==> src/rtl/alu_controlador.sv <==
// alu_controlador: issue/capture front-end for the combinational 8-bit ALU.
// Ports: req_* valid/ready request in, alu_* to/from the ALU, resp_* valid/ready
//   response out, acc/flags_reg architectural state, op_count completed ops.
// Latency: accept at N -> resp_valid at N+1+SETTLE_CYCLES (illegal ops: N+2).
// Backpressure: one op in flight; resp_* held until resp_ready, no accept meanwhile.
module alu_controlador #(
  parameter int         SETTLE_CYCLES = 1,
  parameter logic [7:0] ACC_RESET     = 8'h00
) (
  input  logic        clk,
  input  logic        rst,
  input  logic        req_valid,
  output logic        req_ready,
  input  logic [3:0]  req_op,
  input  logic [7:0]  req_a,
  input  logic [7:0]  req_b,
  input  logic        req_use_acc,
  output logic [7:0]  alu_a,
  output logic [7:0]  alu_b,
  output logic [3:0]  alu_sel,
  input  logic [7:0]  alu_c,
  input  logic [6:0]  alu_flags,
  input  logic [1:0]  alu_cmp,
  input  logic        alu_cout,
  output logic        resp_valid,
  input  logic        resp_ready,
  output logic [7:0]  resp_result,
  output logic [6:0]  resp_flags,
  output logic [1:0]  resp_cmp,
  output logic        resp_err,
  output logic [7:0]  acc,
  output logic [6:0]  flags_reg,
  output logic [15:0] op_count
);

  typedef enum logic [1:0] {IDLE, EXEC, RESP} state_t;

  state_t     state, state_nxt;
  logic [3:0] cnt;
  logic       illegal_op;
  logic       div_zero;
  logic       accept;
  logic       capture;
  logic       resp_done;

  // Carry is already flags bit 5; the separate carry pin carries no extra information.
  logic unused_cout;
  assign unused_cout = alu_cout;

  // alu_sel doubles as the latched opcode so the ALU inputs never glitch between ops.
  assign illegal_op = (alu_sel == 4'hE) || (alu_sel == 4'hF);
  assign div_zero   = ((alu_sel == 4'h3) || (alu_sel == 4'h4)) && (alu_b == 8'h00);
  assign accept     = (state == IDLE) && req_valid;
  assign capture    = (state == EXEC) && (state_nxt == RESP);
  assign resp_done  = (state == RESP) && resp_ready;

  // State register
  always_ff @(posedge clk) begin
    if (rst) state <= IDLE;
    else     state <= state_nxt;
  end

  // Next-state logic
  always_comb begin
    state_nxt = state;
    case (state)
      IDLE:    if (req_valid) state_nxt = EXEC;
      EXEC:    if (illegal_op || (cnt == 4'd0)) state_nxt = RESP;
      RESP:    if (resp_ready) state_nxt = IDLE;
      default: state_nxt = IDLE;
    endcase
  end

  // Output logic; handshake outputs are forced low while reset is held
  always_comb begin
    req_ready  = 1'b0;
    resp_valid = 1'b0;
    if (!rst) begin
      req_ready  = (state == IDLE);
      resp_valid = (state == RESP);
    end
  end

  // Datapath: operand latch, settle counter, capture and architectural update
  always_ff @(posedge clk) begin
    if (rst) begin
      alu_a       <= 8'h00;
      alu_b       <= 8'h00;
      alu_sel     <= 4'h0;
      cnt         <= 4'd0;
      resp_result <= 8'h00;
      resp_flags  <= 7'h00;
      resp_cmp    <= 2'b00;
      resp_err    <= 1'b0;
      acc         <= ACC_RESET;
      flags_reg   <= 7'h00;
      op_count    <= 16'h0000;
    end else begin
      if (accept) begin
        alu_a    <= req_use_acc ? acc : req_a;
        alu_b    <= req_b;
        alu_sel  <= req_op;
        cnt      <= 4'(SETTLE_CYCLES - 1);
        resp_err <= 1'b0;
      end

      if ((state == EXEC) && !capture) cnt <= cnt - 4'd1;

      if (capture) begin
        if (illegal_op) begin
          resp_result <= 8'h00;
          resp_flags  <= 7'h00;
          resp_cmp    <= 2'b00;
          resp_err    <= 1'b1;
        end else begin
          resp_result <= alu_c;
          resp_flags  <= alu_flags;
          resp_cmp    <= alu_cmp;
          resp_err    <= div_zero;
          if (!div_zero) begin
            flags_reg <= alu_flags;
            // Compare only updates flags; the accumulator keeps its value.
            if (alu_sel != 4'h5) acc <= alu_c;
          end
        end
      end

      if (resp_done) op_count <= op_count + 16'd1;
    end
  end

endmodule
==> config.mk <==
export PLATFORM = sky130hd
export DESIGN_NAME = alu_controlador
export DESIGN_NICKNAME = d
export VERILOG_FILES = /design/src/rtl/alu_controlador.sv
export SDC_FILE = /design/constraint.sdc
export NUM_CORES = 1
export LEC_CHECK = 0
export ABC_AREA = 1
export ABC_CLOCK_PERIOD_IN_PS = 2100
export CAP_MARGIN = 10
export CORE_MARGIN = 2
export CORE_UTILIZATION = 45
export DETAILED_ROUTE_END_ITERATION = 8
export PLACE_DENSITY_LB_ADDON = 0.2
export SLEW_MARGIN = 30
export SYNTH_ARGS = -nofsm -noshare
export SYNTH_HDL_FRONTEND = slang
export SYNTH_SLANG_ARGS = --single-unit
==> constraint.sdc <==
create_clock -name clk -period 2.1 [get_ports clk]
set_clock_uncertainty 0.1 [all_clocks]
set_input_delay 0.63 -clock clk [delete_from_list [all_inputs] [get_ports clk]]
set_output_delay 0.63 -clock clk [all_outputs]
set_load 0.01 [all_outputs]
==> run_results.csv, run 1 <==
group,metric,value,unit
worst_setup_path,crit_chain,"clkdlybuf4s50_1",
logic_synthesis,synth.avg_cell_area,6.98,um2
placed_design,io_buffers,112,
worst_setup_path,critPathTopFamily,"buffers and inverters",
power,p_sw,0.00104,W
finish,drive_above_1_share,8.52,%
power,p_sw_share,29.0,%
detailed_routing,vias_per_cell,4.81,
power,powerDensity,758,nW/um2
grt,grt_use_total,22.4,%
detailed_routing,drcViolationCount,0,
power,power_frac_clock,30.8,%
floorplanning,io_pins,114,
grt,grt_overflow,0,
timing,setup_viol,0,
clock_tree,clockBufferDepth,2,
clock_tree,htree_num_levels,3,
worst_hold_path,hp-start,"flags_reg[1]$_SDFFE_PP0P_",
placed_design,dp_hpwl,6.35,mm
placed_design,gp_congestion,0.872,
finish,top_register,"op_count",
clock_tree,cts_tree,"done",
logic_synthesis,seq_area_frac_synth,46.2,%
timing,worst_slack,0.0523,ns
detailed_routing,vias,3288,
timing,slew_headroom,73.4,%
detailed_routing,drt_iter0_drc,107,
grt,grt_max_degree,36,
finish,final_common_cell,"nand2_1",
timing,max_freq,488,MHz
worst_setup_path,arrival,1.32,ns
finish,nets,627,
floorplanning,die_area,7910,um2
worst_setup_path,crit_type,"reg2out",
logic_synthesis,yosys-top-cells-area,"dfxtp_1 46%, nand2_1 13%, a21oi_1 9.6%",
worst_setup_path,critPathCaptureType,"output pin",
logic_synthesis,ys_ff_latch,75,
grt,grt_first_pass_wirelength,13.7,mm
timing,worst_slew_pin_slew,0.399,ns
worst_setup_path,crit_path_start_kind,"register",
floorplanning,start_util,47.0,%
worst_setup_path,cp_max_fo,5,
logic_synthesis,syn-num-nets,510,
worst_setup_path,cp.required,1.37,ns
logic_synthesis,synthesis.area,3250,um2
power,comb_power_share,23.3,%
floorplanning,chipHeight,88.9,um
power,p_seq_share,46.0,%
power,internal_power,0.00254,W
clock_tree,path_clk_slew,0.08,ns
finish,largest_register_ffs,16,
finish,area_delta_synth_final,45.4,%
floorplanning,die_w,88.9,um
clock_tree,cts_buffers,9,
floorplanning,core,6910,um2
grt,antenna_found_initial,1,
timing,finalCritPeriodShare,97.5,%
power,leakagePower,1.87,nW
finish,final_cell_mix,"114 x nand2_1, 107 x clkdlybuf4s50_1, 75 x nor2_1",
worst_setup_path,cpPeakStageDelay,0.57,ns
detailed_routing,avgRoutedWirePerCell,12.7,um
detailed_routing,ant_nets,0,
timing,period_minus_slack,2.05,ns
logic_synthesis,yosysUniqueCellTypes,28,
timing,rsz0062_at_grt,"no",
worst_setup_path,regToRegSetupSlack,0.39,ns
placed_design,pre_cts_slack,-0.450,ns
finish,fillers,609,
finish,utilization,68.4,%
detailed_routing,routed_wl,8.69,mm
worst_hold_path,hold_class,"reg2reg",
status,status,"complete, no violations",
worst_setup_path,slowest_stage,"clkdlybuf4s50_1",
grt,grt_pass1_vias,3060,
job,cap_viol_max_count,0,
timing,hold_violations,0,
clock_tree,clock_latency,0.35,ns
worst_setup_path,path_buf_inv,1,
clock_tree,cts-root-buf,"clkbuf_8",
placed_design,place_area,4510,um2
logic_synthesis,synth_warnings,0,
logic_synthesis,yosys.area.top_type_share,46.2,%
detailed_routing,first_pass_iters,4,
worst_setup_path,cp-startpoint,"op_count[1]$_SDFFE_PP0P_",
finish,fin_area,4720,um2
clock_tree,clock_sinks,75,
logic_synthesis,yosys.area.top_type,"dfxtp_1",
timing,finalMaxSlewViolations,0,
power,ir_drop,0.545,mV
floorplanning,std_cell_rows,30,
worst_setup_path,r2r-start,"cnt[0]$_SDFFE_PP0P_",
logic_synthesis,synthCells,465,
per-layer routing:
| metal | part of all wire, % | global-route usage [%] |
|---|---|---|
| met1 | 42 | 24.9 |
| met2 | 50 | 39.9 |
| met3 | 6.0 | 8.13 |
| met4 | 1.7 | 7.33 |
| met5 | 0 | 0 |
through the flow:
step / hold slack [ns] / TNS (ns) / instances / power [W]
floorplan: 0.326 / 0 / 465 / 0.00209
global placement: 0.349 / -5.59 / 667 / 0.00249
detailed placement: 0.350 / -6.24 / 667 / 0.00251
CTS: 0.359 / 0 / 683 / 0.00359
global route: 0.376 / 0 / 684 / 0.00376
finish: 0.358 / 0 / 684 / 0.00358
worst paths after layout:
path / to / depth (start not counted)
max reg2reg: resp_err$_SDFFE_PP0P_ / 8
min reg2reg: flags_reg[1]$_SDFFE_PP0P_ / 2
max: op_count[1] / 1
min: flags_reg[1]$_SDFFE_PP0P_ / 2
final cells by class:
cell class,instances,area [um2],share of cell area [%]
tap,96,120,2.54
antenna,1,2.50,0.0530
clock buffer,11,141,2.99
inverter,46,178,3.76
sequential,75,1510,32.0
multi-input combinational,327,1490,31.5
clock inverter,5,52.6,1.11
timing repair buffer,123,1230,26.1
power by group through the flow:
stage               combinational [W]  sequential [W]  clock [W]
finish                       0.000832         0.00164    0.00110
global route                 0.000926         0.00166    0.00117
CTS                          0.000841         0.00164    0.00111
detailed placement           0.000839         0.00167          0
floorplan                    0.000379         0.00171          0
global placement             0.000821         0.00167          0
Yosys cell counts, drive strengths merged:
master  number
a21oi       62
clkinv       1
nor2        81
o21ai       29
inv         45
nand3       19
nand4        6
dfxtp       75
nand2      119
nor3         4
or2          1
buf         10
clkbuf       7
ha           2
o21a         1
a211oi       1
nor4         1
xnor2        1
timing repair:
action / CTS / global route
hold buffers: 0 / 0
pin swaps: 0 / 0
setup buffers: 0 / 0
setup endpoints to repair: 4 / 6
gates cloned: 0 / 0
gates resized for setup: 7 / 6
logic make-up (layout without fill, tap and decap cells):
kind of cell,Yosys count,in the layout,synth area share [%]
DFF,75,75,46.2
other,0,1,0
and+or+nand+nor,231,231,30.2
buffers and inverters,63,185,8.02
AOI/OAI and AO/OA,93,93,14.5
xor gates and xnor gates,1,1,0.270
adders and majority gates,2,2,0.771
Note: power is estimated with default switching activity, not from simulation.
==> run 2: changes to the inputs <==
- GPL_ROUTABILITY_DRIVEN: not set -> 0
==> results of run 2 <==
Final layout, timing and power as in run 1 (identical DEF).
==> run 3: changes to the inputs <==
- MAX_ROUTING_LAYER: not set -> met4
- SKIP_LAST_GASP: not set -> 1
==> run 3 against run 2 <==
- sequential power is essentially flat
- cell count did not move
- largest power group unchanged
- highest routed layer unchanged
- cell area did not move
- sequential cell count is the same
- via count grew 0.40%
- first-iteration DRC count up 12%
- utilization stayed put
- register-to-register slack about the same
- sequential share of layout area did not move
==> run_results.csv, run 3 (synthesized netlist as in run 1, its figures left out) <==
group,metric,value,unit
status,status,"complete, no violations",
floorplanning,die_w,88.9,um
placed_design,io_buffers,112,
clock_tree,htree_num_levels,3,
clock_tree,cts_tree,"done",
finish,utilization,68.4,%
timing,finalMaxSlewViolations,0,
detailed_routing,routed_wl,8.71,mm
finish,final_common_cell,"nand2_1",
timing,max_freq,489,MHz
detailed_routing,ant_nets,0,
worst_setup_path,crit_type,"reg2out",
finish,final_cell_mix,"114 x nand2_1, 107 x clkdlybuf4s50_1, 75 x nor2_1",
power,leakagePower,1.87,nW
detailed_routing,drcViolationCount,0,
grt,antenna_found_initial,1,
placed_design,dp.cells,667,
worst_setup_path,arrival,1.32,ns
worst_setup_path,cpPeakStageDelay,0.57,ns
worst_setup_path,crit_path_start_kind,"register",
finish,area_delta_synth_final,45.4,%
floorplanning,io_pins,114,
detailed_routing,avgRoutedWirePerCell,12.7,um
timing,period_minus_slack,2.05,ns
clock_tree,cts-root-buf,"clkbuf_8",
floorplanning,std_cell_rows,30,
detailed_routing,vias_per_cell,4.83,
worst_setup_path,critPathTopFamily,"buffers and inverters",
finish,largest_register_ffs,16,
grt,grt_overflow,0,
floorplanning,core,6910,um2
finish,top_register,"op_count",
grt,grt_pass1_vias,3064,
timing,finalCritPeriodShare,97.5,%
detailed_routing,vias,3301,
worst_setup_path,slowest_stage,"clkdlybuf4s50_1",
grt,grt_first_pass_wirelength,13.7,mm
job,cap_viol_max_count,0,
floorplanning,die_area,7910,um2
worst_setup_path,cp_max_fo,5,
floorplanning,start_util,47.0,%
timing,rsz0062_at_grt,"no",
clock_tree,post_cts_buffers,0,
timing,hold_violations,0,
worst_hold_path,hold_class,"reg2reg",
clock_tree,path_clk_slew,0.07,ns
clock_tree,hold_buffers,0,
floorplanning,chipHeight,88.9,um
timing,slew_headroom,73.7,%
clock_tree,cts_resized,7,
worst_setup_path,cp.required,1.37,ns
timing,whs,0.357,ns
detailed_routing,drt_iter0_drc,120,
worst_setup_path,crit_chain,"clkdlybuf4s50_1",
timing,worst_slew_pin_slew,0.394,ns
finish,nets,627,
finish,drive_above_1_share,8.52,%
grt,grt_max_degree,36,
clock_tree,clockBufferDepth,2,
finish,stdcell_count,684,
power,ir_drop,0.544,mV
timing,setup_viol,0,
grt,grt_use_total,23.1,%
worst_setup_path,critPathCaptureType,"output pin",
power,powerDensity,757,nW/um2
clock_tree,clock_sinks,75,
detailed_routing,first_pass_iters,4,
worst_setup_path,path_buf_inv,1,
clock_tree,cts_buffers,9,
clock_tree,clock_latency,0.35,ns
placed_design,dp_hpwl,6.35,mm
run 3: cell counts in the layout (fill, tap and decap cells not counted):
No cell type changed its count.
run 3: report_power, final:
group / switching, W / internal [W]
clock network: 0.000523 / 0.000576
logic: 0.000420 / 0.000413
registers: 0.0000926 / 0.00155
run 3: routing by layer:
layer	vias to the layer above	part of all wire, %	GRT usage (%)
met5	-	0	-
met3	13	5.4	7.39
met1	1499	42	25.2
li1	1714	-	-
met2	75	51	39.9
met4	0	1.5	7.33
run 3: metrics by stage:
stage | area (um2) | TNS, ns | power, W | setup slack [ns]
after floorplan | 3250 | 0 | 0.00209 | 0.292
after detailed placement | 4510 | -6.24 | 0.00251 | -0.450
final | 4720 | 0 | 0.00358 | 0.0530
after CTS | 4710 | 0 | 0.00359 | 0.0165
after global routing | 4720 | 0 | 0.00376 | 0.00464
after global placement | 4510 | -5.59 | 0.00249 | -0.455
run 3: worst paths after layout:
kind	start	end	slack, ns	cells past startpoint
hold / removal	flags_reg[1]$_SDFFE_PP0P_	flags_reg[1]$_SDFFE_PP0P_	0.36	2
hold reg to reg	flags_reg[1]$_SDFFE_PP0P_	flags_reg[1]$_SDFFE_PP0P_	0.36	2
setup / recovery	op_count[0]$_SDFFE_PP0P_	op_count[0]	0.05	1
setup reg to reg	cnt[0]$_SDFFE_PP0P_	acc[4]$_SDFFE_PP0P_	0.39	9
run 3: tightest hold or removal path, stage by stage (launching register included):
cell     delay (ns)
dfxtp_1        0.31
nand2_1        0.06
a21oi_1        0.05
run 3: area by class of cell:
type | instances | area, um2
Fill cell | 609 | 2190
Sequential cell | 75 | 1510
Multi-Input combinational cell | 327 | 1490
Timing Repair Buffer | 123 | 1230
Inverter | 46 | 178
Clock buffer | 11 | 141
Tap cell | 96 | 120
Clock inverter | 5 | 52.6
Antenna cell | 1 | 2.50
